===== src/rtl/rst_req_gen.sv =====
// rst_req_gen: turns a bouncing pushbutton or a one-cycle software request into a single
// fixed-width, active-high reset request pulse, followed by a holdoff window and a
// release interlock. Also keeps a saturating count of issued pulses for debug.
module rst_req_gen #(
    parameter int unsigned SYNC_STAGES = 2,
    parameter int unsigned DB_CYCLES   = 16,
    parameter int unsigned PULSE_LEN   = 8,
    parameter int unsigned HOLDOFF     = 32,
    parameter int unsigned CNT_W       = 8
) (
    input  logic             clk,
    input  logic             rst,
    input  logic             btn_in,
    input  logic             sw_req,
    output logic             rst_req,
    output logic             busy,
    output logic [CNT_W-1:0] req_count
);

    // One down-counter is shared by every timed state, so size it for the longest interval.
    localparam int unsigned MaxDbPulse = (DB_CYCLES > PULSE_LEN) ? DB_CYCLES : PULSE_LEN;
    localparam int unsigned CntMax     = (MaxDbPulse > HOLDOFF) ? MaxDbPulse : HOLDOFF;
    localparam int unsigned CntBits    = $clog2(CntMax + 1);

    localparam logic [CntBits-1:0] DbLoad    = CntBits'(DB_CYCLES - 1);
    localparam logic [CntBits-1:0] PulseLoad = CntBits'(PULSE_LEN - 1);
    localparam logic [CntBits-1:0] HoldLoad  = CntBits'(HOLDOFF - 1);

    typedef enum logic [2:0] {
        StIdle,
        StDebounce,
        StPulse,
        StHoldoff,
        StWaitRelease
    } state_e;

    logic [SYNC_STAGES-1:0] sync_q, sync_d;
    state_e                 state_q, state_d;
    logic [CntBits-1:0]     cnt_q, cnt_d;
    logic [CNT_W-1:0]       req_count_q, req_count_d;
    logic                   rst_req_q, rst_req_d;
    logic                   busy_q, busy_d;
    logic                   btn_s;
    logic                   enter_pulse;

    assign btn_s = sync_q[SYNC_STAGES-1];

    // Shift the raw button into the synchronizer chain; bit 0 is the first stage.
    always_comb begin
        sync_d = {sync_q[SYNC_STAGES-2:0], btn_in};
    end

    // Next-state and counter logic; inputs not listed for a state are deliberately ignored.
    always_comb begin
        state_d = state_q;
        cnt_d   = cnt_q;
        unique case (state_q)
            StIdle: begin
                if (sw_req) begin
                    state_d = StPulse;
                    cnt_d   = PulseLoad;
                end else if (btn_s) begin
                    state_d = StDebounce;
                    cnt_d   = DbLoad;
                end
            end
            StDebounce: begin
                if (!btn_s) begin
                    state_d = StIdle;
                end else if (cnt_q == '0) begin
                    state_d = StPulse;
                    cnt_d   = PulseLoad;
                end else begin
                    cnt_d = cnt_q - CntBits'(1);
                end
            end
            StPulse: begin
                if (cnt_q == '0) begin
                    state_d = StHoldoff;
                    cnt_d   = HoldLoad;
                end else begin
                    cnt_d = cnt_q - CntBits'(1);
                end
            end
            StHoldoff: begin
                if (cnt_q == '0) begin
                    state_d = StWaitRelease;
                end else begin
                    cnt_d = cnt_q - CntBits'(1);
                end
            end
            StWaitRelease: begin
                // A held button must be let go before another press can be debounced.
                if (!btn_s) begin
                    state_d = StIdle;
                end
            end
            default: begin
                state_d = StIdle;
                cnt_d   = '0;
            end
        endcase
    end

    // Moore outputs decoded from the next state so they register alongside the state.
    always_comb begin
        enter_pulse = (state_d == StPulse) && (state_q != StPulse);
        rst_req_d   = (state_d == StPulse);
        busy_d      = (state_d != StIdle);
        req_count_d = req_count_q;
        if (enter_pulse && (req_count_q != {CNT_W{1'b1}})) begin
            req_count_d = req_count_q + CNT_W'(1);
        end
    end

    // State registers with asynchronous active-low clear; an in-flight pulse is abandoned.
    always_ff @(posedge clk or negedge rst) begin
        if (!rst) begin
            sync_q      <= '0;
            state_q     <= StIdle;
            cnt_q       <= '0;
            req_count_q <= '0;
            rst_req_q   <= 1'b0;
            busy_q      <= 1'b0;
        end else begin
            sync_q      <= sync_d;
            state_q     <= state_d;
            cnt_q       <= cnt_d;
            req_count_q <= req_count_d;
            rst_req_q   <= rst_req_d;
            busy_q      <= busy_d;
        end
    end

    assign rst_req   = rst_req_q;
    assign busy      = busy_q;
    assign req_count = req_count_q;

endmodule


===== config.mk =====
export PLATFORM = sky130hd
export DESIGN_NAME = rst_req_gen
export DESIGN_NICKNAME = d
export VERILOG_FILES = /design/src/rtl/rst_req_gen.sv
export SDC_FILE = /design/constraint.sdc
export NUM_CORES = 1
export LEC_CHECK = 0
export CORE_MARGIN = 4
export CORE_UTILIZATION = 35
export DETAILED_ROUTE_END_ITERATION = 8
export RECOVER_POWER = 50
export SYNTH_ARGS = -nofsm -noshare
export SYNTH_HDL_FRONTEND = slang
export SYNTH_SLANG_ARGS = --single-unit

===== constraint.sdc =====
create_clock -name clk -period 2.3 [get_ports clk]
set_input_delay 0.575 -clock clk [delete_from_list [all_inputs] [get_ports clk]]
set_output_delay 0.575 -clock clk [all_outputs]
set_load 0.005 [all_outputs]

# == Word level (Yosys, flattened, before mapping) ==
# Cells that the tools add are included.
# op_classes
bitwise_logic,1
n_mux,15
n_addsub,2
reduce_logical,6
eq_ne,10
# op_table
operator,count
6-bit 2-to-1 mux,6
6-bit one-hot mux with 5 select lines,1
3-bit 2-to-1 mux,7
3-bit one-hot mux with 5 select lines,1
3-bit by 2-bit equality test with 1-bit output (second input constant),3
8-bit by 1-bit adder with 8-bit output (second input constant),1
8-bit != test (second input constant),1
6-bit logical NOT,1
6-bit by 1-bit subtractor with 6-bit output (second input constant),1
2-bit != test (second input constant),2
4-bit AND reduction,1
3-bit by 1-bit equality test with 1-bit output (second input constant),1
3-bit equality test (second input constant),1
3-bit logical NOT,1
3-bit by 2-bit != test with 1-bit output (second input constant),1
3-bit != test (second input constant),1
3-bit nonzero test,1
1-bit logical AND,2
1-bit inverter,1
# totals
ff_bits,21
input_bits,4
word_cells,40

# == Longest topological paths before layout ==
# depth
depth_word,7
depth_mapped,7
ltp_nobuf,7

# == Worst setup path after synthesis ==
# OpenSTA, ideal clock, no wires.
# synth_timing
kind,reg2reg
start,register cnt_q[0]
end,register req_count_q[1] (netlist: req_count[1])
stages_incl_launch_ff,7
required_time_ns,2.175
arrival_time_ns,2.083
slack_ns,0.093
setup_ns,0.125
path_cell_list,dfrtp_1 > inv_1 > ha_1 > or3b_4 > o31a_1 > nor4_4 > mux2_2
# synth_via
elab_chain_len,7
elab_cells_between_ends,9
classes_between,1 x eq/ne; 5 x mux; 3 x reduce/logical
# synth_rtl
element,line_no,text
from (decl),39,"logic [CntBits-1:0] cnt_q, cnt_d;"
from (signal assigned),128,cnt_q <= cnt_d;
6-bit logical NOT *,"70, 78, 86",
3-bit 2-to-1 mux,70,end else if (cnt_q == '0) begin
3-bit 2-to-1 mux,68,if (!btn_s) begin
3-bit one-hot mux with 5 select lines *,57,unique case (state_q)
3-bit by 2-bit equality test with 1-bit output *,107,enter_pulse = (state_d == StPulse) && (state_q != StPulse);
1-bit logical AND *,107,
1-bit logical AND *,111,if (enter_pulse && (req_count_q != {CNT_W{1'b1}})) begin
to (signal assigned),129,req_count_q <= req_count_d;
to (decl),40,"logic [CNT_W-1:0] req_count_q, req_count_d;"
# Mark *: on every way between the ends. The rest lies on a longest branch, timed or not.
# A chain may end at the register's enable or synchronous reset.

# == Final worst setup path ==
# layout_timing
start,register cnt_q[1]
end,register req_count_q[1] (netlist: req_count[1])
# The elaborated chain is that of the path after synthesis.

==> impl_metrics.toml <==
[clocking]
clock_tree.root_cell = "clkbuf_4"
htreeDepth = 1
clock_sinks = 21
cts.repair.resized = 0
clock_latency_ns = 0.31
cts_tree = "done"
cts_max_path_buffers = 2
cts.hold.buffers_added = 0
cts.reportedPaths.clkPinSlew_ns = 0.12
cts_buffers = 3

[logic_synthesis]
synth_area_leaders = "dfrtp_1 47%, xnor2_1 3.9%, a21oi_1 3.6%, nor3_1 3.1%, nand4_1 2.8%"
synth_area_um2 = 1110
synth_top_area_cell = "dfrtp_1"
synthesis.nets = 118
ys_warn_count = 0
ys_seq_elements = 21
synth_cell_types = 38
syn_avg_cell_area_um2 = 9.95
synth-async-reset-ratio = 1.00
yosysSeqAreaShare = 0.471
synth_edf_count = 0
synthCells = 112
ys.flop_type = "dfrtp_1"
synth_top_cell_area_share = 0.471

[routing]
dr.pass1.iters = 4
first_iter_violations = 22
wl_um = 2550
wl_per_cell_um = 14.0
final_antenna_net_count = 0
num_vias = 975
drc = 0
via_per_inst = 5.36

[final_layout]
final_cell_mix = "21 x dfrtp_1, 10 x clkdlybuf4s50_1, 10 x buf_4, 8 x nor2_1, 8 x a21oi_1"
diodes = 0
seq_area_um2 = 526
multiInputGateArea_um2 = 567
utilization = 0.458
stdcell_count = 182
final_layout_size_suffix_gt1_frac = 0.145
fin_nets = 145
area_delta_synth_final_pct = 25.4
nFillCells = 327
final_area_um2 = 1400
mostFrequentLayoutCell = "dfrtp_1"

[critical_path]
r2r_slack_ns = 0.19
ff2ff_path_depth = 7
path_class = "register to register"
max_stage_delay_ns = 0.42
cp_top_family = "simple AND/OR/NAND/NOR gates"
cp_data_arrival_time_ns = 2.31
crit_fanout = 7
slowest_stage = "dfrtp_1"
worst-path-buf-inv = 2
path_cells = "inv_1, ha_1, or3b_4, o31a_1, nor4_4, buf_4, mux2_2"
critPathRequiredTime_ns = 2.50
r2r_start = "cnt_q[1]"
cp-start-kind = "register"
r2r-end = "req_count[1]"
worst_setup_path_end_kind = "register"

[power_and_ir_drop]
cellLeakagePower_nw = 0.594
switching_share = 0.380
p_total_w = 0.00142
p_seq_frac = 0.432
pwr-share-comb = 0.439
internal_power_w = 0.000878
clkPwrFrac = 0.128
switchingPower_w = 0.000539
vdd_drop_max_mv = 0.496
cellPowerDensity_nw_per_um2 = 1010

[placement]
io_buffers = 13
gp_congestion = 0.838
placed_cell_area_um2 = 1360
dpl.hpwl_um = 1770
dp_cells = 176

[worst_hold_path]
hold_end = "sync_q[1]"
holdPathStages = 0
hold_class = "register to register"
min_from = "sync_q[0]"

[global_route]
grt_pass1_vias = 1039
grt_usage = 0.135
grt-ovfl-total = 0
grt_pass1_wl_um = 4530
grt_max_degree = 22
antenna_found_initial = 0

[sta]
hold_violations = 0
max_freq_ghz = 0.475
rsz0062_at_grt = "false"
slew_viol_final = 0
clock-skew-final_ns = 0.00647
setup_violations = 0
fin_setup_tns_ns = 0
tightest_slew_ns = 1.13
relSlewSlack = 0.248
min_period_ns = 2.11
finalCritPeriodShare = 0.916

[floorplan]
die_w_um = 64.4
start_util = 0.365
die_h_um = 64.4
die-area_um2 = 4150
rows = 20
core_um2 = 3050
ios = 14

[run]
max-cap-violations = 0

[status]
status = "completed"
[metrics by stage]
step                      setup slack, ns  hold WS [ns]
final                               0.194         0.367
after global placement              0.107         0.335
after global routing              0.00831         0.373
after CTS                          0.0258         0.370
after detailed placement           0.0476         0.341
after floorplan                    0.0928         0.279
[layer usage]
| layer | global-route usage | part of all wire |
|---|---|---|
| met5 | 0 | 0 |
| met4 | 0.0501 | 0.022 |
| met3 | 0.0173 | 0.050 |
| met2 | 0.240 | 0.48 |
| met1 | 0.167 | 0.45 |
[cell families after synthesis]
logic type / share of synthesized area
multiplexers: 0.0202
buffers and inverters: 0.0202
AND/OR/NAND/NOR: 0.262
adder cells (fa/ha/maj): 0.0224
AO/OA/AOI/OAI: 0.149
flip-flops: 0.471
XOR/XNOR: 0.0550
[how the worst max path moves through the flow]
stage	slack [ns]	depth (start not counted)	startpoint	endpoint
final	0.19	7	cnt_q[1]	req_count[1]
after global routing	0.008	8	cnt_q[1]	rst_req
after CTS	0.03	6	cnt_q[1]	req_count[1]
after detailed placement	0.05	6	cnt_q[1]	req_count[1]
after global placement	0.11	6	cnt_q[1]	req_count[1]
after floorplan	0.09	6	cnt_q[0]	req_count[1]
[worst register-to-register path, cell delays in order, from the launching register on]
cell	delay (ns)
dfrtp_1	0.42
inv_1	0.06
ha_1	0.15
or3b_4	0.38
o31a_1	0.34
nor4_4	0.13
buf_4	0.18
mux2_2	0.33
[layout make-up]
cell class,count,share of cell area
tap,44,0.0394
clock buffer,4,0.0188
multi-input combinational,85,0.406
timing repair buffer,25,0.152
inverter,3,0.00806
sequential,21,0.376
[flip-flops by register name, summed over array words and instances (netlist names)]
signal	cells
sync_q	2
cnt_q	6
rst_req	1
busy	1
state_q	3
req_count	8
[repair_timing]
item                                   4_1_cts  5_1_grt
endpoints found under the hold margin        0        0
setup endpoints to repair                    0        6
buffers inserted                             0        2
[cell usage after synthesis, drive strengths merged, types with 3 or more instances]
| cell | number |
|---|---|
| nand2b | 3 |
| inv | 3 |
| a21oi | 8 |
| xnor2 | 5 |
| nor2 | 8 |
| nor3 | 7 |
| nand4 | 5 |
| nand3 | 4 |
| o21ai | 4 |
| dfrtp | 21 |
| nor2b | 4 |
| nand2 | 5 |
[power groups by stage]
stage               clock network (W)  registers (W)  logic, W
finish                       0.000182       0.000613  0.000623
global route                 0.000205       0.000637  0.000706
CTS                          0.000191       0.000611  0.000636
detailed placement                  0       0.000616  0.000627
global placement                    0       0.000615  0.000610
floorplan                           0       0.000578  0.000405
(Power assumes the default switching activity.)
